--- src/rtl/request_framer.sv ---
// request_framer: turns two-byte UART frames (command, device address) into a
// one-cycle dispatch strobe with a latched command and a one-hot device select.
// Malformed frames, byte gaps, busy-time bytes and missing responses are
// reported through a one-cycle frame_error strobe and a sticky error_code.
//
// Handshake: has_request and finished are single-cycle strobes with no back-
// pressure; a byte is consumed (or reported dropped) in the cycle it is
// strobed. device_selected and frame_error are single-cycle registered strobes.
// request, device_selector and error_code are registered and hold between
// updates.
module request_framer #(
  parameter int NUM_DEVICES  = 32,
  parameter int NUM_COMMANDS = 8,
  parameter int BYTE_TIMEOUT = 2500000,
  parameter int RESP_TIMEOUT = 5000000
) (
  input  logic        clock,
  input  logic        reset_n,
  input  logic        has_request,
  input  logic [7:0]  received_data,
  input  logic        finished,
  output logic        device_selected,
  output logic [7:0]  request,
  output logic [31:0] device_selector,
  output logic        frame_error,
  output logic [2:0]  error_code,
  output logic [1:0]  state_dbg
);

  // Timer is sized for the longer of the two timeouts and saturates there.
  localparam int TMAX = (BYTE_TIMEOUT > RESP_TIMEOUT) ? BYTE_TIMEOUT : RESP_TIMEOUT;
  localparam int TW   = $clog2(TMAX + 1);

  localparam logic [TW-1:0] BYTE_LAST = TW'(BYTE_TIMEOUT - 1);
  localparam logic [TW-1:0] RESP_LAST = TW'(RESP_TIMEOUT - 1);
  localparam logic [TW-1:0] TIMER_SAT = TW'(TMAX);

  localparam logic [2:0] ERR_NONE     = 3'd0;
  localparam logic [2:0] ERR_BAD_CMD  = 3'd1;
  localparam logic [2:0] ERR_BAD_ADDR = 3'd2;
  localparam logic [2:0] ERR_BYTE_TO  = 3'd3;
  localparam logic [2:0] ERR_BUSY     = 3'd4;
  localparam logic [2:0] ERR_RESP_TO  = 3'd5;

  typedef enum logic [1:0] {
    S_IDLE      = 2'd0,
    S_WAIT_ADDR = 2'd1,
    S_DISPATCH  = 2'd2,
    S_WAIT_DONE = 2'd3
  } state_t;

  state_t        state_q, state_d;
  logic [7:0]    cmd_q, cmd_d;
  logic [4:0]    addr_q, addr_d;
  logic [TW-1:0] timer_q, timer_d;
  logic [TW-1:0] timer_inc;
  logic          dev_sel_q, dev_sel_d;
  logic [7:0]    req_q, req_d;
  logic [31:0]   sel_vec_q, sel_vec_d;
  logic          fe_q, fe_d;
  logic [2:0]    code_q, code_d;
  logic          cmd_ok;
  logic          addr_ok;

  // Validity of the held command and the incoming address byte.
  assign cmd_ok    = ({1'b0, cmd_q} < 9'(NUM_COMMANDS));
  assign addr_ok   = ({1'b0, received_data} < 9'(NUM_DEVICES));
  assign timer_inc = (timer_q == TIMER_SAT) ? timer_q : timer_q + 1'b1;

  // Next-state and next-output logic; every path starts from hold/idle defaults.
  always_comb begin
    state_d   = state_q;
    cmd_d     = cmd_q;
    addr_d    = addr_q;
    timer_d   = timer_inc;
    req_d     = req_q;
    sel_vec_d = sel_vec_q;
    dev_sel_d = 1'b0;
    fe_d      = 1'b0;
    code_d    = code_q;
    case (state_q)
      S_IDLE: begin
        timer_d = '0;
        if (has_request) begin
          cmd_d   = received_data;
          state_d = S_WAIT_ADDR;
        end
      end
      S_WAIT_ADDR: begin
        // A byte landing on the last timer cycle wins over the timeout.
        if (has_request) begin
          if (!cmd_ok) begin
            fe_d    = 1'b1;
            code_d  = ERR_BAD_CMD;
            state_d = S_IDLE;
          end else if (!addr_ok) begin
            fe_d    = 1'b1;
            code_d  = ERR_BAD_ADDR;
            state_d = S_IDLE;
          end else begin
            addr_d  = received_data[4:0];
            state_d = S_DISPATCH;
          end
        end else if (timer_q == BYTE_LAST) begin
          fe_d    = 1'b1;
          code_d  = ERR_BYTE_TO;
          state_d = S_IDLE;
        end
      end
      S_DISPATCH: begin
        // Bytes and finished strobes in this single cycle are ignored.
        dev_sel_d = 1'b1;
        req_d     = cmd_q;
        sel_vec_d = 32'd1 << addr_q;
        code_d    = ERR_NONE;
        timer_d   = '0;
        state_d   = S_WAIT_DONE;
      end
      S_WAIT_DONE: begin
        // finished has priority; a timeout beats a busy-time byte.
        if (finished) begin
          if (has_request) begin
            cmd_d   = received_data;
            timer_d = '0;
            state_d = S_WAIT_ADDR;
          end else begin
            state_d = S_IDLE;
          end
        end else if (timer_q == RESP_LAST) begin
          fe_d    = 1'b1;
          code_d  = ERR_RESP_TO;
          state_d = S_IDLE;
        end else if (has_request) begin
          fe_d   = 1'b1;
          code_d = ERR_BUSY;
        end
      end
      default: begin
        state_d = S_IDLE;
      end
    endcase
  end

  // FSM state register.
  always_ff @(posedge clock or negedge reset_n) begin
    if (!reset_n) begin
      state_q <= S_IDLE;
    end else begin
      state_q <= state_d;
    end
  end

  // Frame datapath, timer and registered outputs.
  always_ff @(posedge clock or negedge reset_n) begin
    if (!reset_n) begin
      cmd_q     <= '0;
      addr_q    <= '0;
      timer_q   <= '0;
      dev_sel_q <= 1'b0;
      req_q     <= '0;
      sel_vec_q <= '0;
      fe_q      <= 1'b0;
      code_q    <= ERR_NONE;
    end else begin
      cmd_q     <= cmd_d;
      addr_q    <= addr_d;
      timer_q   <= timer_d;
      dev_sel_q <= dev_sel_d;
      req_q     <= req_d;
      sel_vec_q <= sel_vec_d;
      fe_q      <= fe_d;
      code_q    <= code_d;
    end
  end

  assign device_selected = dev_sel_q;
  assign request         = req_q;
  assign device_selector = sel_vec_q;
  assign frame_error     = fe_q;
  assign error_code      = code_q;
  assign state_dbg       = state_q;

endmodule

--- config.mk ---
export PLATFORM = sky130hd
export DESIGN_NAME = request_framer
export DESIGN_NICKNAME = d
export VERILOG_FILES = /design/src/rtl/request_framer.sv
export SDC_FILE = /design/constraint.sdc
export NUM_CORES = 1
export LEC_CHECK = 0
export CORE_MARGIN = 1.5
export CORE_UTILIZATION = 40
export DETAILED_ROUTE_END_ITERATION = 16
export DONT_BUFFER_PORTS = 1
export GPL_ROUTABILITY_DRIVEN = 1
export PLACE_DENSITY_LB_ADDON = 0.15
export SETUP_SLACK_MARGIN = 0.15
export SKIP_LAST_GASP = 1
export SLEW_MARGIN = 20
export SYNTH_ARGS = -nofsm -noshare
export SYNTH_HDL_FRONTEND = slang
export SYNTH_SLANG_ARGS = --single-unit
--- constraint.sdc ---
create_clock -name clock -period 2.3 [get_ports clock]
set_input_delay 0.46 -clock clock [delete_from_list [all_inputs] [get_ports clock]]
set_output_delay 0.46 -clock clock [all_outputs]
set_load 0.02 [all_outputs]
==> results.ini, run 1 <==
[critical_path]
path_delay_family=simple AND/OR/NAND/NOR gates
cp-end-kind=register
crit_slowest_cell=or4b_1
crit_fanout=5
cp_num_buf_inv=0
start_kind=register
crit_chain=or4b_1 > nor4_2 > nand2_2 > a211o_1 > o22ai_1
max_stage_delay_ns=0.60
crit_arrival_ns=2.32
required_ns=2.57
critPathKind=register to register

[yosys]
muxShareOfSynthArea=0.0417
synth_top_area_share=0.554
synthMostInstantiatedCell=dfrtp_1
synthSimpleGateAreaFrac=0.221
synth-xor-area-share=0.0397
async_flop_share=1.00
synth-compound-area-share=0.103
synth-seq-cells=83
synthTopCellsByCount=83 x dfrtp_1, 58 x nand2_1, 35 x nor2_1
synth_area_leaders=dfrtp_1 55%, nand2_1 5.8%, mux2_2 3.9%
yosys_warnings=0
syn_nets=371
syn_inst=357
yosysTopAreaCell=dfrtp_1
avgSynthCellArea_sq_um=10.5
synth_adder_area_share=0.00668
synth_cell_types=50
synth_area_sq_um=3750
synth_top_family_by_area=simple AND/OR/NAND/NOR gates
yosysSeqAreaShare=0.554
synth_edf_count=0
synth_ff_type=dfrtp_1

[clock_network]
cts_made_buffers=9
cts_tree=yes
clock_path_buffers=2
path_clk_slew_ns=0.09
post_cts_buffers=0
cts_root_buffer=clkbuf_8
clock-sinks=83
h-tree-depth=3
clk_latency_ns=0.35

[power]
p_total_mw=3.44
powerDensity_nw_per_um2=846
leakagePower_nw=1.82
peakVddDrop_mv=0.364

[sta]
hold_viol=83
rsz0062_at_grt=false
relSlewSlack=0.672
period_share=0.892
period_needed_ns=2.05
worst_slack_ns=0.249
slew_violations=0
tns_ns=0
worst-slew-pin-transition_ns=0.493
holdWs_ns=-0.206
max_freq_ghz=0.488
skew_ns=0.0109
finalSetupViolations=0

[finish]
n_fill_cell=885
fin_area_sq_um=4070
fin_util=0.445
drive_gt1_frac=0.135
antenna_cells=0
final_cells=473
area_delta_synth_final_pct=8.64
finalNetCount=372

[drt]
drtAntennaViolNets=0
vias=2595
wl_per_cell_um=16.8
wl_mm=7.93
drt_iter0_markers=80
avgViaCountPerCell=5.49
first_pass_iters=4
drc=0

[grt]
antenna_found_initial=0
grt_pass1_vias=2565
track_usage=0.171
grt_first_pass_wirelength_mm=13.4
grt_max_degree=84
overflow=0

[place]
io_buffers=0
dp.cells=458
post-place-ws_ns=0.284
place_area_sq_um=3850
dp_hpwl_mm=5.32
place_congestion=0.781

[die]
core_sq_um=9150
fp.dieArea_sq_um=9960
rows=35
fp.dieH_um=99.8
start_util=0.410
io_pins=59
die_w_um=99.8

[min_path]
hold_path_class=primary input to asynchronous set/reset pin

[run]
maxCapViolCount=0

[run_status]
violations=hold timing
status=complete, but fails checks

worst register-to-register path: cells and delay by family, from the launching register on:
family	cells	cell delay [ns]
flops	1	0.42
compound gates	2	0.48
simple gates	3	1.08
kinds of logic after synthesis:
family / Yosys count
AO/OA/AOI/OAI: 54
multiplexers: 14
AND/OR/NAND/NOR: 161
adder cells (fa/ha/maj): 2
flip-flops: 83
buffers and inverters: 26
XOR/XNOR: 17
placed cells by master, fill, tap and decap left out, types with 3 or more instances in the layout:
cell type / count
xor2_1: 10
a22o_1: 14
o21ai_0: 14
mux2_2: 13
nand4_1: 8
xnor2_1: 7
nor3b_1: 3
nand3_1: 14
and3_1: 3
or3_1: 4
and4_1: 4
nor3_1: 6
nand2_1: 57
clkbuf_8: 9
a32o_1: 6
a21oi_1: 7
inv_1: 8
nor2_1: 35
nand3b_1: 3
buf_4: 8
o31ai_1: 3
dfrtp_1: 83
layout make-up:
type / count / area, sq um / area share
Timing Repair Buffer: 8 / 60.1 / 0.0147
Clock inverter: 6 / 90.1 / 0.0221
Sequential cell: 83 / 2080 / 0.510
Inverter: 8 / 30.0 / 0.00737
Clock buffer: 9 / 124 / 0.0304
Multi-Input combinational cell: 248 / 1550 / 0.381
Tap cell: 111 / 139 / 0.0341
flip-flops by register name (all words and copies together), names as in the netlist, named ones only:
| name | count |
|---|---|
| device_selected | 1 |
| cmd_q | 8 |
| addr_q | 5 |
| device_selector | 32 |
| state_dbg | 1 |
| request | 8 |
| error_code | 3 |
| frame_error | 1 |
| timer_q | 23 |
report_power, final:
group | internal, mW | total (mW) | switching (mW)
clock | 0.609 | 1.15 | 0.542
sequential | 1.63 | 1.91 | 0.272
combinational | 0.185 | 0.387 | 0.202
timing repair:
item	4_1_cts	5_1_grt
setup endpoints to repair	0	2
gates resized for setup	0	1
endpoints found under the hold margin	83	83
routing by layer:
layer	wire length (um)	up-vias	part of all wire	GRT usage
met5	0	-	0	0
met4	113	0	0.014	0.0683
met3	407	11	0.051	0.0515
met1	3960	1279	0.50	0.245
met2	3450	46	0.44	0.242
li1	-	1259	-	-
worst paths after layout:
kind                                       startpoint                endpoint  slack, ns  cells after the start
worst max-delay path            timer_q[15]$_DFF_PN0_   frame_error$_DFF_PN0_       0.25                      5
worst min-delay path                          reset_n  request[2]$_DFFE_PN0P_      -0.21                      0
worst max register to register  timer_q[15]$_DFF_PN0_   frame_error$_DFF_PN0_       0.25                      5
worst min register to register   cmd_q[1]$_DFFE_PN0P_  request[1]$_DFFE_PN0P_       0.47                      2
max in group asynchronous                     reset_n   timer_q[19]$_DFF_PN0_       2.37                      0
min in group clock                   received_data[7]    cmd_q[7]$_DFFE_PN0P_       0.24                      1
Note: power is estimated with default switching activity, not from simulation.
==> run 2: changes to the inputs <==
--- a/config.mk
+++ b/config.mk
@@ -5,7 +5,6 @@
 export SDC_FILE = /design/constraint.sdc
 export NUM_CORES = 1
 export LEC_CHECK = 0
-export CORE_MARGIN = 1.5
 export CORE_UTILIZATION = 40
 export DETAILED_ROUTE_END_ITERATION = 16
 export DONT_BUFFER_PORTS = 1
==> run 2 against run 1 <==
The run still ends with hold timing left; flip-flop and latch count unchanged; combinational power about the same; maximum frequency rose by 1.1%; largest power group unchanged.
==> results.ini, run 2 (synthesis gave the netlist of run 1 again) <==
[run_status]
status=complete, but fails checks
violations=hold timing

[finish]
finalNetCount=375  ; +0.81%
largest_reg_flops=32  ; unchanged
fin_area_sq_um=4070  ; unchanged
area_delta_synth_final_pct=8.64  ; unchanged
final_cell_mix=83 x dfrtp_1, 58 x nand2_1, 35 x nor2_1
drive_gt1_frac=0.142  ; +0.00672
final_common_cell=dfrtp_1
antenna_cells=0  ; unchanged

[clock_network]
h-tree-depth=3  ; unchanged
cts_tree=yes
clock_path_buffers=2  ; unchanged
cts_root_buffer=clkbuf_8
clock-sinks=83  ; unchanged
path_clk_slew_ns=0.10  ; about the same
clk_latency_ns=0.36  ; about the same
cts_made_buffers=9  ; unchanged

[critical_path]
crit-reg2reg-launch=timer_q[13]$_DFF_PN0_
required_ns=2.57  ; about the same
max_stage_delay_ns=0.58  ; -0.02 ns
crit_chain=or4b_4 > nor4_4 > nand2_2 > a211o_1 > a21oi_1
crit_slowest_cell=or4b_4
cp-end-kind=register
cp_num_buf_inv=0  ; unchanged
start_kind=register
crit_fanout=8  ; +3
crit_arrival_ns=2.30  ; -0.02 ns
critPathKind=register to register
cp_num_cells=5  ; unchanged
path_delay_family=simple AND/OR/NAND/NOR gates
r2r_cells=5  ; unchanged
crit_start=timer_q[13]$_DFF_PN0_

[die]
fp.dieArea_sq_um=9760  ; -2.0%
core_sq_um=8890  ; -2.9%
rows=34  ; -2.9%
fp.dieH_um=98.8  ; -1.0%
io_pins=59  ; unchanged
die_w_um=98.8  ; -1.0%
start_util=0.422  ; +0.0120

[place]
place_congestion=0.824  ; +5.5%
place_area_sq_um=3860  ; +0.23%
dp_hpwl_mm=5.45  ; +2.4%
io_buffers=0  ; unchanged

[sta]
skew_ns=0.0150  ; +0.00414 ns
hold_viol=83  ; unchanged
finalSetupViolations=0  ; unchanged
tns_ns=0  ; unchanged
rsz0062_at_grt=false
period_share=0.882  ; -0.00941
max_freq_ghz=0.493  ; +1.1%
period_needed_ns=2.03  ; -0.0216 ns
worst-slew-pin-transition_ns=0.491  ; -0.00116 ns
holdWs_ns=-0.207  ; -0.00108 ns
slew_violations=0  ; unchanged
relSlewSlack=0.672  ; about the same

[grt]
antenna_found_initial=0  ; unchanged
overflow=0  ; unchanged
grt_max_degree=84  ; unchanged
grt_first_pass_wirelength_mm=13.1  ; -2.1%
track_usage=0.172  ; +0.00162
grt_pass1_vias=2558  ; -0.27%

[power]
leakagePower_nw=1.82  ; about the same
powerDensity_nw_per_um2=806  ; -4.7%
peakVddDrop_mv=0.323  ; -11%

[drt]
drtAntennaViolNets=0  ; unchanged
first_pass_iters=4  ; unchanged
wl_mm=7.99  ; +0.72%
vias=2633  ; +1.5%
drt_iter0_markers=89  ; +11%
avgViaCountPerCell=5.55  ; +1.3%
wl_per_cell_um=16.9  ; +0.51%
drc=0  ; unchanged

[run]
maxCapViolCount=0  ; unchanged

[min_path]
hold_path_class=primary input to asynchronous set/reset pin

[run 2: changes by cell type in the layout (fill, tap and decap cells not counted)]
cell	before	now
inv_6	1	4
nand2_2	2	1
buf_4	8	11
nand2_1	57	58
nor4_2	2	0
nor4_4	1	3
bufinv_16	2	0
[run 2: repair_timing]
item | in CTS | in global routing
gates resized for setup | 0 | 3
buffers inserted | 0 | 1
setup endpoints to repair | 0 | 4
endpoints found under the hold margin | 83 | 83
[run 2: layer usage]
| layer | track usage | routed length, um | vias up |
|---|---|---|---|
| li1 | - | - | 1269 |
| met1 | 0.239 | 3890 | 1304 |
| met2 | 0.257 | 3590 | 53 |
| met3 | 0.0539 | 422 | 7 |
| met4 | 0.0551 | 86 | 0 |
| met5 | 0 | 0 | - |
[run 2: path summary, 6_finish.rpt]
check                                             to  slack, ns
max                        error_code[2]$_DFFE_PN0P_       0.27
min                           request[6]$_DFFE_PN0P_      -0.21
max reg2reg                error_code[2]$_DFFE_PN0P_       0.27
min reg2reg                   request[0]$_DFFE_PN0P_       0.48
max in group asynchronous  error_code[1]$_DFFE_PN0P_       2.39
min in group clock              cmd_q[6]$_DFFE_PN0P_       0.24
[run 2: power by group]
| group | internal (mW) | switching (mW) |
|---|---|---|
| clock network | 0.408 | 0.578 |
| registers | 1.63 | 0.277 |
| logic | 0.185 | 0.201 |
[run 2: worst register-to-register path, stage by stage (launching register included)]
cell and delay [ns]:
dfrtp_1 0.49, or4b_4 0.58, nor4_4 0.30, nand2_2 0.13, a211o_1 0.32, a21oi_1 0.13
[run 2: final cells by class]
cell class                      instances  area (sq um)
Multi-Input combinational cell        248          1570
Clock inverter                          7          56.3
Fill cell                             846          4820
Timing Repair Buffer                   11          82.6
Inverter                                8          30.0
Sequential cell                        83          2080
Tap cell                              108           135
Clock buffer                            9           124
[run 2: stage by stage]
step	hold slack (ns)	total power [mW]	setup WS, ns	instances	utilization
after CTS	-0.228	3.32	0.231	473	0.455
after detailed placement	0.169	2.33	0.244	457	0.434
after global placement	0.167	2.32	0.289	457	0.434
after global routing	-0.234	3.45	0.177	474	0.458
after floorplan	0.164	2.23	0.428	357	-
final	-0.207	3.28	0.271	474	0.458
==> run 3: changes to the inputs <==
==> constraint.sdc (replaced) <==
create_clock -name clock -period 2.3 [get_ports clock]
set_input_delay 0.115 -clock clock [delete_from_list [all_inputs] [get_ports clock]]
set_output_delay 0.115 -clock clock [all_outputs]
set_load 0.02 [all_outputs]
==> run 3 against run 2 <==
Highest routed layer unchanged; combinational power grew 13%; critical path depth is the same; cell count rose by 2.5%; sequential power barely moved; clock skew is 0.0047 ns lower; wire length rose by 2.1%; setup slack worse by 0.0096 ns; clock power decreased by 0.4%; first-iteration DRC count is 17% higher; critical path type unchanged; the flow now finishes without violations; register-to-register slack is essentially flat.
==> results.ini, run 3 (synthesis gave the netlist of run 1 again) <==
[sta]
worst-slew-pin-transition_ns=0.498  ; +0.00644 ns
period_needed_ns=2.04  ; +0.00960 ns
rsz0062_at_grt=true
finalSetupViolations=0  ; unchanged
period_share=0.887  ; +0.00417
holdWs_ns=0.0254  ; +0.233 ns
skew_ns=0.0103  ; -0.00466 ns
relSlewSlack=0.667  ; -0.00430
max_freq_ghz=0.490  ; -0.47%
worst_slack_ns=0.261  ; -0.00960 ns
hold_viol=0  ; -100%
tns_ns=0  ; unchanged
slew_violations=0  ; unchanged

[die]
rows=34  ; unchanged
fp.dieArea_sq_um=9760  ; unchanged
fp.dieH_um=98.8  ; unchanged
die_w_um=98.8  ; unchanged
start_util=0.422  ; unchanged
io_pins=59  ; unchanged
core_sq_um=8890  ; unchanged

[critical_path]
required_ns=2.57  ; about the same
critPathKind=register to register
path_delay_family=simple AND/OR/NAND/NOR gates
start_kind=register
cp-end-kind=register
crit_chain=or4b_1 > nor4_2 > nand2_2 > a211o_1 > a21oi_1
cp_num_buf_inv=0  ; unchanged
max_stage_delay_ns=0.60  ; +0.02 ns
crit_arrival_ns=2.31  ; about the same
crit_fanout=5  ; -3
crit_slowest_cell=or4b_1

[drt]
drt_iter0_markers=104  ; +17%
drc=0  ; unchanged
wl_mm=8.16  ; +2.1%
wl_per_cell_um=16.8  ; -0.39%
vias=2695  ; +2.4%
first_pass_iters=4  ; unchanged
drtAntennaViolNets=0  ; unchanged
avgViaCountPerCell=5.55  ; -0.17%

[grt]
track_usage=0.176  ; +0.00381
grt_first_pass_wirelength_mm=13.4  ; +2.4%
grt_max_degree=84  ; unchanged
grt_pass1_vias=2648  ; +3.5%
antenna_found_initial=0  ; unchanged
overflow=0  ; unchanged

[clock_network]
cts_made_buffers=9  ; unchanged
h-tree-depth=3  ; unchanged
clock-sinks=83  ; unchanged
cts_root_buffer=clkbuf_8
cts_tree=yes
clock_path_buffers=2  ; unchanged
path_clk_slew_ns=0.09  ; about the same
clk_latency_ns=0.36  ; about the same

[run_status]
status=finished, final reports clean

[power]
switchingPower_mw=1.09  ; +3.1%
p_sw_frac=0.327  ; +0.00503
peakVddDrop_mv=0.327  ; +1.2%
clock_power_share=0.295  ; -0.005
leakagePower_nw=1.88  ; +3.2%
powerDensity_nw_per_um2=795  ; -1.4%
pwr-share-comb=0.131  ; +0.013
seq_power_share=0.574  ; -0.008
internal-power_mw=2.24  ; +0.78%

[finish]
drive_gt1_frac=0.140  ; -0.00186
n_fill_cell=844  ; -0.24%
finalNetCount=387  ; +3.2%
regArea_sq_um=2080  ; unchanged
antenna_cells=0  ; unchanged
final_common_cell=dfrtp_1
largest_reg_flops=32  ; unchanged
multi_input_area_sq_um=1550  ; -1.1%
area_delta_synth_final_pct=11.8
final_cell_mix=83 x dfrtp_1, 58 x nand2_1, 35 x nor2_1

[min_path]
hold_path_class=primary input to register

[place]
place_congestion=0.824  ; unchanged
io_buffers=0  ; unchanged
dp_hpwl_mm=5.45  ; unchanged
post-place-ws_ns=0.244  ; unchanged

[run]
maxCapViolCount=0  ; unchanged

run 3: area by class of cell:
class / count / area share
repair buffers: 23 / 0.0525
multi-input cells: 248 / 0.370
clock buffers: 9 / 0.0295
well taps: 108 / 0.0322
clock inverters: 7 / 0.0134
inverters: 8 / 0.00716
flip-flops and latches: 83 / 0.495
run 3: routing by layer:
| layer | up-vias | track usage | share of wire |
|---|---|---|---|
| met3 | 7 | 0.0496 | 0.051 |
| li1 | 1291 | - | - |
| met5 | - | 0 | 0 |
| met1 | 1340 | 0.244 | 0.48 |
| met4 | 0 | 0.0551 | 0.011 |
| met2 | 57 | 0.268 | 0.46 |
run 3: through the flow:
stage	instances	utilization	power [mW]	cell area [sq um]
after floorplan	357	-	2.23	3750
after global placement	457	0.434	2.32	3860
after detailed placement	457	0.434	2.33	3860
after CTS	485	0.470	3.37	4180
after global routing	486	0.472	3.51	4190
final	486	0.472	3.33	4190
run 3: power groups by stage:
stage	registers [mW]	clock network, mW	logic [mW]
finish	1.91	0.982	0.438
global route	1.94	1.07	0.497
CTS	1.91	1.02	0.446
detailed placement	1.94	0	0.392
global placement	1.94	0	0.382
floorplan	1.89	0	0.343
run 3: timing repair:
item | in CTS | in global routing
hold buffers | 12 | 0
gates resized for setup | 0 | 1
hold endpoints to repair | 100 | 0
setup endpoints to repair | 0 | 6
setup buffers | 0 | 1
run 3: path summary, 6_finish.rpt:
| path | startpoint | end | slack (ns) | cells past startpoint |
|---|---|---|---|---|
| worst max register to register | timer_q[15]$_DFF_PN0_ | error_code[2]$_DFFE_PN0P_ | 0.26 | 5 |
| worst max-delay path | timer_q[15]$_DFF_PN0_ | error_code[2]$_DFFE_PN0P_ | 0.26 | 5 |
| min in group asynchronous | reset_n | device_selector[14]$_DFFE_PN0P_ | 0.33 | 2 |
| worst min register to register | cmd_q[0]$_DFFE_PN0P_ | request[0]$_DFFE_PN0P_ | 0.48 | 2 |
| max in group asynchronous | reset_n | device_selector[1]$_DFFE_PN0P_ | 1.61 | 2 |
| worst min-delay path | finished | register | 0.03 | 3 |
run 3: tightest hold or removal path, cell delays in order:
cell	delay, ns
a21oi_1	0.02
o21ai_0	0.15
nand2_1	0.06
